File: config.mk
export PLATFORM = sky130hd
export DESIGN_NAME = sandbox_host_link_flat
export DESIGN_NICKNAME = d
export VERILOG_FILES = /design/src/rtl/sandbox_host_link_if.sv /design/src/rtl/sandbox_host_link.sv /design/src/flat_wrapper.sv
export SDC_FILE = /design/constraint.sdc
export NUM_CORES = 1
export LEC_CHECK = 0
export BUFFER_PORTS_ARGS = -buffer_cell sky130_fd_sc_hd__clkbuf_2
export CORE_MARGIN = 3
export CORE_UTILIZATION = 50
export DETAILED_ROUTE_END_ITERATION = 7
export GPL_TIMING_DRIVEN = 0
export PLACE_DENSITY = 0.73
export RECOVER_POWER = 25
export SLEW_MARGIN = 20
export SYNTH_ARGS = -nofsm -noshare
export SYNTH_HDL_FRONTEND = slang
export SYNTH_SLANG_ARGS = --single-unit
File: constraint.sdc
create_clock -name masterClock -period 4.3 [get_ports masterClock]
set_input_delay 0.645 -clock masterClock [delete_from_list [all_inputs] [get_ports masterClock]]
set_output_delay 0.645 -clock masterClock [all_outputs]
set_load 0.05 [all_outputs]
File: src/rtl/sandbox_host_link_if.sv
// Host link bundle: rx byte stream, tx byte stream and the
// command/result handshake with the sandbox process.
interface sandbox_host_link_if;
  logic        rxValid;
  logic [7:0]  rxByte;
  logic        txReady;
  logic        txValid;
  logic [7:0]  txByte;
  logic        dataReceived;
  logic [7:0]  control;
  logic [31:0] inputData;
  logic        clearDR;
  logic        transmitData;
  logic [7:0]  status;
  logic [31:0] outputData;
  logic        busy;
  logic [7:0]  dropCount;

  modport master (
    input  rxValid, rxByte, txReady,
    input  clearDR, transmitData,
    input  status, outputData,
    output txValid, txByte,
    output dataReceived, control, inputData,
    output busy, dropCount
  );

  modport slave (
    output rxValid, rxByte, txReady,
    output clearDR, transmitData,
    output status, outputData,
    input  txValid, txByte,
    input  dataReceived, control, inputData,
    input  busy, dropCount
  );
endinterface

File: src/rtl/sandbox_host_link.sv
// Bridges 5-byte host command frames to a sandbox process
// and returns its 5-byte result frame over the byte transmitter.
module sandbox_host_link #(
  parameter int RX_TIMEOUT = 1000000
) (
  input logic masterClock,
  input logic reset,
  sandbox_host_link_if.master link
);
  localparam int CW = $clog2(RX_TIMEOUT + 1);
  localparam logic [CW-1:0] TIMEOUT = CW'(RX_TIMEOUT);
  localparam logic [CW-1:0] CNT_ONE = CW'(1);

  typedef enum logic [2:0] {
    IDLE, RX_COLLECT, DELIVER, WAIT_RELEASE, TX_SEND
  } state_t;

  state_t state, stateNext;

  logic [2:0]    byteIdx;
  logic [2:0]    txIdx;
  logic [CW-1:0] idleCnt;
  logic          captured;
  logic [7:0]    statusReg;
  logic [31:0]   resultReg;
  logic [7:0]    control;
  logic [31:0]   inputData;
  logic          txValid;
  logic [7:0]    txByte;
  logic [7:0]    dropCount;

  logic       expire;
  logic       releaseOk;
  logic       txFire;
  logic       lastTx;
  logic       busyDrop;
  logic [1:0] dropInc;
  logic [8:0] dropSum;
  logic [7:0] respByte;

  assign expire = (state == RX_COLLECT) &&
                  (idleCnt == TIMEOUT);
  assign releaseOk = (state == WAIT_RELEASE) &&
                     !link.transmitData && !link.clearDR;
  assign txFire = (state == TX_SEND) &&
                  link.txReady && !txValid;
  assign lastTx = (txIdx == 3'd4);
  assign busyDrop = state inside
                    {DELIVER, WAIT_RELEASE, TX_SEND};

  // Discards this cycle: timeout, unanswered command, stray bytes.
  always_comb begin
    dropInc = 2'd0;
    if (expire || (releaseOk && !captured))
      dropInc = 2'd1;
    if (link.rxValid && (expire || busyDrop))
      dropInc = dropInc + 2'd1;
    dropSum = {1'b0, dropCount} + {7'd0, dropInc};
  end

  // Response byte selected by the transmit index.
  always_comb begin
    respByte = 8'h00;
    case (txIdx)
      3'd0: respByte = statusReg;
      3'd1: respByte = resultReg[7:0];
      3'd2: respByte = resultReg[15:8];
      3'd3: respByte = resultReg[23:16];
      3'd4: respByte = resultReg[31:24];
      default: respByte = 8'h00;
    endcase
  end

  // Next-state logic.
  always_comb begin
    stateNext = state;
    unique case (state)
      IDLE:
        if (link.rxValid) stateNext = RX_COLLECT;
      RX_COLLECT:
        if (expire)
          stateNext = IDLE;
        else if (link.rxValid && byteIdx == 3'd4)
          stateNext = DELIVER;
      DELIVER:
        if (link.clearDR) stateNext = WAIT_RELEASE;
      WAIT_RELEASE:
        if (releaseOk)
          stateNext = captured ? TX_SEND : IDLE;
      TX_SEND:
        if (txFire && lastTx) stateNext = IDLE;
      default:
        stateNext = IDLE;
    endcase
  end

  // State register.
  always_ff @(posedge masterClock or negedge reset) begin
    if (!reset) state <= IDLE;
    else        state <= stateNext;
  end

  // Command frame assembly; frozen outside IDLE/RX_COLLECT.
  always_ff @(posedge masterClock or negedge reset) begin
    if (!reset) begin
      control   <= 8'h00;
      inputData <= 32'h0;
      byteIdx   <= 3'd0;
    end else if (state == IDLE && link.rxValid) begin
      control <= link.rxByte;
      byteIdx <= 3'd1;
    end else if (state == RX_COLLECT && link.rxValid
                 && !expire) begin
      case (byteIdx)
        3'd1: inputData[7:0]   <= link.rxByte;
        3'd2: inputData[15:8]  <= link.rxByte;
        3'd3: inputData[23:16] <= link.rxByte;
        3'd4: inputData[31:24] <= link.rxByte;
        default: ;
      endcase
      byteIdx <= byteIdx + 3'd1;
    end
  end

  // Idle counter for a partially received frame; holds at expiry.
  always_ff @(posedge masterClock or negedge reset) begin
    if (!reset)
      idleCnt <= '0;
    else if (state != RX_COLLECT || link.rxValid)
      idleCnt <= '0;
    else if (idleCnt != TIMEOUT)
      idleCnt <= idleCnt + CNT_ONE;
  end

  // First result presented during DELIVER wins.
  always_ff @(posedge masterClock or negedge reset) begin
    if (!reset) begin
      captured  <= 1'b0;
      statusReg <= 8'h00;
      resultReg <= 32'h0;
    end else if (state == DELIVER && link.transmitData
                 && !captured) begin
      captured  <= 1'b1;
      statusReg <= link.status;
      resultReg <= link.outputData;
    end else if (txFire && lastTx) begin
      captured <= 1'b0;
    end
  end

  // Response transmit; a pulse is never followed by another.
  always_ff @(posedge masterClock or negedge reset) begin
    if (!reset) begin
      txValid <= 1'b0;
      txByte  <= 8'h00;
      txIdx   <= 3'd0;
    end else begin
      txValid <= txFire;
      if (txFire) begin
        txByte <= respByte;
        txIdx  <= lastTx ? 3'd0 : txIdx + 3'd1;
      end
    end
  end

  // Saturating discard counter.
  always_ff @(posedge masterClock or negedge reset) begin
    if (!reset)          dropCount <= 8'h00;
    else if (dropSum[8]) dropCount <= 8'hFF;
    else                 dropCount <= dropSum[7:0];
  end

  assign link.txValid      = txValid;
  assign link.txByte       = txByte;
  assign link.control      = control;
  assign link.inputData    = inputData;
  assign link.dataReceived = (state == DELIVER);
  assign link.busy         = (state != IDLE);
  assign link.dropCount    = dropCount;
endmodule

File: src/flat_wrapper.sv
// flat-port wrapper written by rule: the top's interface ports become plain ports
module sandbox_host_link_flat 
#(
  parameter int RX_TIMEOUT = 1000000
)
  (masterClock, reset, link_rxValid, link_rxByte, link_txReady, link_clearDR, link_transmitData, link_status, link_outputData, link_txValid, link_txByte, link_dataReceived, link_control, link_inputData, link_busy, link_dropCount);
  sandbox_host_link_if link_i ();
  input logic masterClock;
  input logic reset;
  input wire logic [$bits(link_i.rxValid)-1:0] link_rxValid;
  input wire logic [$bits(link_i.rxByte)-1:0] link_rxByte;
  input wire logic [$bits(link_i.txReady)-1:0] link_txReady;
  input wire logic [$bits(link_i.clearDR)-1:0] link_clearDR;
  input wire logic [$bits(link_i.transmitData)-1:0] link_transmitData;
  input wire logic [$bits(link_i.status)-1:0] link_status;
  input wire logic [$bits(link_i.outputData)-1:0] link_outputData;
  output wire logic [$bits(link_i.txValid)-1:0] link_txValid;
  output wire logic [$bits(link_i.txByte)-1:0] link_txByte;
  output wire logic [$bits(link_i.dataReceived)-1:0] link_dataReceived;
  output wire logic [$bits(link_i.control)-1:0] link_control;
  output wire logic [$bits(link_i.inputData)-1:0] link_inputData;
  output wire logic [$bits(link_i.busy)-1:0] link_busy;
  output wire logic [$bits(link_i.dropCount)-1:0] link_dropCount;
  assign link_i.rxValid = link_rxValid;
  assign link_i.rxByte = link_rxByte;
  assign link_i.txReady = link_txReady;
  assign link_i.clearDR = link_clearDR;
  assign link_i.transmitData = link_transmitData;
  assign link_i.status = link_status;
  assign link_i.outputData = link_outputData;
  assign link_txValid = link_i.txValid;
  assign link_txByte = link_i.txByte;
  assign link_dataReceived = link_i.dataReceived;
  assign link_control = link_i.control;
  assign link_inputData = link_i.inputData;
  assign link_busy = link_i.busy;
  assign link_dropCount = link_i.dropCount;
  sandbox_host_link #(.RX_TIMEOUT(RX_TIMEOUT)) u_core (.masterClock(masterClock), .reset(reset), .link(link_i));
endmodule
---- Word-level counts from Yosys, hierarchy flattened ----
Cells that the tools add are included.
storage, ports and cells
  output and inout port bits .............. 59
  input bits .............................. 54
  logic and storage cells ................. 94
  bits in registers ....................... 127
operators by class
  reduce and logical (&&, ||, !) cells .... 34
  equal/unequal tests ..................... 20
  muxes and demuxes ....................... 19
  add/subtract/negate cells ............... 5
  bitwise logic cells ..................... 1
operator list
  cell                   count
  $mux 20                2
  $pmux 8 s5             1
  $mux 3                 10
  $add 20x1->20 const B  1
  $eq 20x20->1 const B   1
  $ne 20x20->1 const B   1
  $eq 3x2->1 const B     6
  $pmux 3 s5             1
  $logic_and 1x1->1      14
  $reduce_and 3->1       4
  $add 8x2->9            1
  $eq 3x1->1 const B     3
  $eq 3x3->1 const B     3
  $mux 8                 1
  $add 3x1->3 const B    2
  $logic_not 3->1        2
  $ne 2x2->1 const B     3
  $reduce_bool 2->1      3
  $reduce_bool 3->1      2
  $logic_not 1->1        5
  $reduce_and 5->1       1
  $logic_or 1x1->1       3
  $mux 1                 3
  $ne 3x1->1 const B     1
  5 further kinds        5

---- Depth between registers and ports, before layout ----
Gate-level depths: netlist of run 1.
  depth in word-level cells ............... 10
  depth in mapped cells ................... 15
  gate-level depth less buffers ........... 15

---- Least setup slack after synthesis of run 1 ----
Ideal clock, no wire load.
  path kind ............................... register to register
  start point ............................. register u_core.idleCnt[2]
  end point ............................... register u_core.dropCount[4], in the netlist u_core.link.dropCount[4]
  stages on the path, launching flop included .. 15
  arrival time ............................ 3.150 ns
  setup slack ............................. 1.068 ns
  data required time ...................... 4.217 ns
  library setup time ...................... 0.083 ns
  period minus slack after synthesis ...... 3.232 ns
  buffers on the path ..................... 0
  path through ............................ dfrtp_1 > or4_4 > nor4_4 > nand4_1 > nor2_1 > o311a_1 > ha_1 > ha_1 > inv_1 > fa_1 > inv_1 > nand2_1 > nor2_1 > nand4_1 > o21ai_0
on the way
  longest elaborated chain between the ends .. 8
  elaborated cells between the ends (all ways) .. 10
  classes of those cells .................. 2 x add/sub; 1 x eq/ne; 3 x mux; 4 x reduce/logical
RTL lines
  item                    RTL line                  text
  from (decl)             sandbox_host_link.sv:22   logic [CW-1:0] idleCnt;
  from (signal assigned)  sandbox_host_link.sv:132  idleCnt <= idleCnt + CNT_ONE;
  $eq 20x20->1 (*)        sandbox_host_link.sv:42   (idleCnt == TIMEOUT);
  $logic_and 1x1->1 (*)   sandbox_host_link.sv:41   assign expire = (state == RX_COLLECT) &&
  $logic_or 1x1->1        sandbox_host_link.sv:54   if (expire || (releaseOk && !captured))
  $mux 1                  sandbox_host_link.sv:54
  $add 1x1->2             sandbox_host_link.sv:57   dropInc = dropInc + 2'd1;
  $mux 2 (*)              sandbox_host_link.sv:56   if (link.rxValid && (expire || busyDrop))
  $add 8x2->9 (*)         sandbox_host_link.sv:58   dropSum = {1'b0, dropCount} + {7'd0, dropInc};
  $mux 8 (*)              sandbox_host_link.sv:169  else if (dropSum[8]) dropCount <= 8'hFF;
  to (signal assigned)    sandbox_host_link.sv:170  else dropCount <= dropSum[7:0];
  to (decl)               sandbox_host_link.sv:30   logic [7:0] dropCount;
Mark *: on every way between the ends. The rest lies on a longest branch, timed or not.
A chain may end at the register's enable or synchronous reset.

---- Worst setup path after layout of run 1 ----
Ends and elaborated chain as after synthesis.

==> impl_metrics.toml, run 1 <==
[drt]
first_pass_iters = 5
vias = 3960
drt_iter0_markers = 241
drt_wl_total_um = 12060
ant_nets = 0
wl_per_cell_um = 16.47
vias_per_cell = 5.410
drc = 0

[sta]
whs_ns = 0.4604
fin_crit_ns = 3.701
finalSetupViolCount = 0
drv_slew = 49
worst_pin_slew_ns = 2.449
min_period_over_period_pct = 86.07
fin_setup_tns_ns = 0
timing.slew.headroom_pct = -63.29
fmax_mhz = 270.2
hold_viol = 0
rsz0062_at_grt = "false"
setup_slack_ns = 0.5988
fin_skew_ns = 0.009100

[layout]
final_layout_size_suffix_gt1_share_pct = 40.37
design_area_um2 = 7054
layout_commonest_cell = "dfrtp_1"
area_growth_pct = 24.24
final_cell_mix = "127 x dfrtp_1, 110 x clkbuf_2, 82 x mux2_2, 36 x nand2_1, 30 x nor2_1"
n_antenna_cell = 0
fin_util_pct = 64.23
nNetsFinal = 649

[setup_path]
slowest_delay_ns = 0.58
path_class = "flop to flop"
endpoint = "u_core.link.dropCount[4]"
cp.required_ns = 4.63
crit_arrival_ns = 4.03
rr_worst_depth = 14
end_kind = "flop"
r2r_end = "u_core.link.dropCount[4]"
rr_startpoint = "u_core.idleCnt[2]"
crit_fanout = 8
crit_slowest_cell = "or4_4"
start_kind = "flop"
path_cells = "or4_4 -> nor4_4 -> nand4_1 -> nor2_1 -> o311a_1 -> ha_1 -> ha_1 -> inv_1 -> fa_1 -> inv_1 -> nand2_1 -> nor2_1 -> nand4_1 -> o21ai_0"
rrSetupSlack_ns = 0.60
startpoint = "u_core.idleCnt[2]"

[global_routing]
grt_usage_pct = 20.04
grt_pass1_wl_um = 20080
grt_overflow = 0
grt_pass1_vias = 4037
antenna_found_initial = 0
grt_max_degree = 81

[clock_network]
post_cts_resized = 0
postCtsHoldBufs = 0
ctsRootBufferMaster = "clkbuf_16"
cts_max_path_buffers = 2
cts_buffers = 17
clock_latency_ns = 0.41
tritoncts = "yes"
cts_sinks = 127
cts_max_level = 4
postCtsSetupBuffers = 0
clk_pin_slew_worst_paths_ns = 0.06

[die]
fp.dieH_um = 112.6
dieArea_um2 = 12670
rows = 38
design.core.area_um2 = 10980
die-width_um = 112.6
start_util_pct = 51.70
ios = 113

[power]
power_switching_w = 0.002091
p_per_area_nw_per_um2 = 766.6
max-vdd-ir-drop_v = 0.0007240
p_comb_share_pct = 36.8
swShare_pct = 38.66
p_leak_nw = 3.451
p_int_w = 0.003317
p_seq_share_pct = 34.9
power_frac_clock_pct = 28.3

[synth]
synthCells = 448
syn_avg_cell_area_um2 = 12.67
syn_area_um2 = 5678
ys_types = 43
yosys_warnings = 0
ys_ff_latch = 127
synth_fp_nets = 518
seq_area_frac_synth_pct = 55.97

[place]
place_area_um2 = 6445
pre_cts_slack_ns = 0.6330
post-dp-hpwl_um = 8508
gp_congestion = 0.8053
portBuffers = 111

[min_path]
hold_start = "link_outputData[27]"
holdCritPathClass = "input pin to flop"
hold_depth = 2

[run_status]
status = "complete, but fails checks"
violations = "capacitance limit, slew limit"

[job]
drv_cap = 1
-- power by group through the flow --
stage	Clock, W	Combinational, W	Sequential [W]
3_3_place_gp	0	0.00196	0.00187
5_1_grt	0.00162	0.00213	0.00193
2_1_floorplan	0	0.000812	0.00258
6_report	0.00153	0.00199	0.00189
3_5_place_dp	0	0.00201	0.00190
4_1_cts	0.00156	0.00202	0.00188
-- critical path, delay by kind of cell (launching register included) --
kind	cells	cell delay (ns)
AND/OR/NAND/NOR	7	2.01
buffers and inverters	2	0.15
AO/OA/AOI/OAI	2	0.33
adder cells (fa/ha/maj)	3	0.68
flip-flops	1	0.45
-- layout make-up --
cell class,count,area [µm²]
clock inverter,12,182.7
buffer,17,71.32
clock buffer,20,456.7
sequential,127,3178
tap,140,175.2
multi-input combinational,287,2365
timing repair buffer,112,561.8
fill,830,3929
inverter,17,63.81
-- cell usage after synthesis --
master,number,area share (%)
or4_4,1,0.20
nand4_1,6,0.66
and4b_1,1,0.18
and3_1,4,0.44
o21ai_0,8,0.71
a22oi_1,1,0.13
nor3b_1,3,0.40
xor2_1,15,2.3
a222oi_1,8,1.4
mux2_2,82,16
dfrtp_1,127,56
buf_1,5,0.33
o311a_1,1,0.18
nor3_1,1,0.088
nand4_2,2,0.44
o21a_1,1,0.13
nand2b_1,3,0.33
and4_1,1,0.15
buf_6,1,0.20
a211oi_1,1,0.13
a41oi_2,1,0.29
mux2i_1,3,0.53
fa_1,1,0.35
a21o_1,2,0.26
xnor2_1,5,0.77
nand3_2,1,0.18
a21oi_1,3,0.26
nor4_1,3,0.33
ha_1,15,3.3
nand2_1,36,2.4
nor2_1,30,2.0
or3_1,2,0.22
nor2b_1,5,0.55
nor4_4,1,0.37
inv_1,17,1.1
mux2_4,8,2.1
and2_1,1,0.11
a31oi_1,3,0.33
nand3b_1,3,0.40
nand3_1,16,1.4
clkbuf_1,11,0.73
o22ai_1,1,0.11
a22o_1,8,1.2
-- flip-flops by register name (all words and copies together), names as in the netlist, 8 cells and up --
signal and cells:
u_core.link.dropCount 8, u_core.idleCnt 20, u_core.statusReg 8, u_core.resultReg 32, u_core.link.inputData 32, u_core.link.control 8
u_core.link.txByte 8
-- cells by family (layout without fill, tap and decap cells) --
group	after synthesis	after routing	share of synthesized area, %
AO/OA/AOI/OAI	38	38	5.179
adder cells (fa/ha/maj)	16	16	3.658
buffers and inverters	34	178	2.380
AND/OR/NAND/NOR	120	120	10.82
XOR/XNOR	20	20	3.085
multiplexers	93	93	18.91
flip-flops	127	127	55.97
-- how the worst min path moves through the flow --
stage	endpoint	slack, ns
after floorplan	u_core.byteIdx[0]	0.35
after global placement	u_core.statusReg[5]	0.48
after detailed placement	u_core.statusReg[5]	0.49
after CTS	u_core.idleCnt[12]	0.18
after global routing	u_core.resultReg[18]	0.45
final	u_core.resultReg[27]	0.46
-- metal layers --
| metal | vias up | track usage [%] | share of wire, % |
|---|---|---|---|
| li1 | 1846 | - | - |
| met1 | 1960 | 25.28 | 43 |
| met2 | 137 | 32.54 | 48 |
| met3 | 17 | 6.361 | 6.9 |
| met4 | 0 | 7.292 | 1.7 |
| met5 | - | 0 | 0 |
-- per-stage QoR --
stage | total power, W | std cells
2_1_floorplan | 0.003394 | 448
6_report | 0.005408 | 732
3_3_place_gp | 0.003829 | 699
3_5_place_dp | 0.003906 | 700
5_1_grt | 0.005686 | 732
4_1_cts | 0.005457 | 732
(Power assumes the default switching activity.)
==> inputs of run 2 (changes only) <==
CORE_UTILIZATION = 45   (was 50)
PLACE_DENSITY = 0.66   (was 0.73)
==> impl_metrics.toml, run 2 (synthesis gave the netlist of run 1 again) <==
[place]
gp_congestion = 0.7617
post-dp-hpwl_um = 8648
portBuffers = 111
place_inst = 728

[setup_path]
crit_slowest_cell = "or4_4"
rr_startpoint = "u_core.idleCnt[2]"
start_kind = "flop"
path_class = "flop to flop"
crit_arrival_ns = 4.05
crit_family = "simple AND/OR/NAND/NOR gates"
slowest_delay_ns = 0.57
cp.required_ns = 4.63
rr_worst_depth = 14
rrSetupSlack_ns = 0.59
end_kind = "flop"
critPathBufInv = 2
r2r_end = "u_core.link.dropCount[4]"
crit_fanout = 8
path_cells = "or4_4 -> nor4_4 -> nand4_1 -> nor2_1 -> o311a_1 -> ha_1 -> ha_1 -> inv_1 -> fa_1 -> inv_1 -> nand2_1 -> nor2_1 -> nand4_1 -> o21ai_0"

[sta]
whs_ns = 0.4595
fin_setup_tns_ns = 0
timing.slew.headroom_pct = -118.5
worst_pin_slew_ns = 3.278
fin_skew_ns = 0.01051
hold_viol = 0
rsz0062_at_grt = "false"
min_period_over_period_pct = 86.39
fin_crit_ns = 3.715
finalSetupViolCount = 0
drv_slew = 59
fmax_mhz = 269.2

[clock_network]
post_cts_resized = 0
cts_sinks = 127
clock_latency_ns = 0.41
postCtsHoldBufs = 0
cts_buffers = 17
cts_max_level = 4
ctsRootBufferMaster = "clkbuf_16"
clk_pin_slew_worst_paths_ns = 0.06
postCtsSetupBuffers = 0
tritoncts = "yes"
cts_max_path_buffers = 2

[layout]
fin_util_pct = 58.12
area_growth_pct = 24.48
instances_no_fill = 759
final_cell_mix = "127 x dfrtp_1, 110 x clkbuf_2, 82 x mux2_2, 36 x nand2_1, 30 x nor2_1"
n_antenna_cell = 0
layout_commonest_cell = "dfrtp_1"
largestRegisters = "u_core.link.inputData (32), u_core.resultReg (32), u_core.idleCnt (20)"
multi_input_area_um2 = 2365
seq_area_um2 = 3178
nNetsFinal = 649
final_layout_size_suffix_gt1_share_pct = 40.10
fillers = 1038

[min_path]
holdCritPathClass = "input pin to flop"
hold_start = "link_outputData[12]"
hold_end = "u_core.resultReg[12]"
hold_depth = 2

[run_status]
violations = "capacitance limit, slew limit"
status = "complete, but fails checks"

[global_routing]
grt_pass1_vias = 4181
grt_usage_pct = 18.66
grt_overflow = 0
grt_max_degree = 70
antenna_found_initial = 0
grt_pass1_wl_um = 20660

[power]
p_total_w = 0.005326
p_per_area_nw_per_um2 = 753.6
max-vdd-ir-drop_v = 0.0003302
p_leak_nw = 3.433

[drt]
drt_iter0_markers = 153
ant_nets = 0
vias_per_cell = 5.152
wl_per_cell_um = 16.39
drc = 0
vias = 3910
drt_wl_total_um = 12440
first_pass_iters = 6

[die]
design.core.area_um2 = 12160
ios = 113
rows = 40
dieArea_um2 = 14000
start_util_pct = 46.69
die-width_um = 118.3
fp.dieH_um = 118.3

[job]
drv_cap = 1
run 2: worst max path at each step:
| stage | from | endpoint | slack, ns | cells after the start |
|---|---|---|---|---|
| 2_1_floorplan | u_core.idleCnt[2] | u_core.link.dropCount[4] | 1.07 | 14 |
| 3_3_place_gp | reset | u_core.resultReg[11] | 0.62 | 1 |
| 3_5_place_dp | u_core.idleCnt[2] | u_core.link.dropCount[4] | 0.63 | 14 |
| 4_1_cts | u_core.idleCnt[2] | u_core.link.dropCount[4] | 0.60 | 14 |
| 5_1_grt | u_core.idleCnt[2] | u_core.link.dropCount[4] | 0.31 | 14 |
| 6_report | u_core.idleCnt[2] | u_core.link.dropCount[4] | 0.59 | 14 |
run 2: layout make-up:
cell class	count	area share, %
flip-flops and latches	127	44.96
repair buffers	112	8.232
multi-input cells	287	33.46
inverters	17	0.9028
well taps	168	2.974
clock buffers	21	6.514
plain buffers	17	1.009
clock inverters	10	1.947
run 2: per-stage QoR:
step | cell area [µm²] | setup slack (ns)
after floorplan | 5678 | 1.068
after global placement | 6444 | 0.6233
after detailed placement | 6480 | 0.6299
after CTS | 7078 | 0.5958
after global routing | 7068 | 0.3068
final | 7068 | 0.5851
run 2: routing by layer:
layer / vias up / track usage, % / wire length, µm
met1: 1937 / 22.57 / 5266
met3: 20 / 5.598 / 654
met2: 111 / 31.01 / 6278
met5: - / 0 / 0
li1: 1842 / - / -
met4: 0 / 7.912 / 240
run 2: power breakdown:
group / internal [W] / total, W / switching, W
Combinational: 0.000686 / 0.00200 / 0.00131
Clock: 0.000936 / 0.00145 / 0.000518
Sequential: 0.00163 / 0.00188 / 0.000249
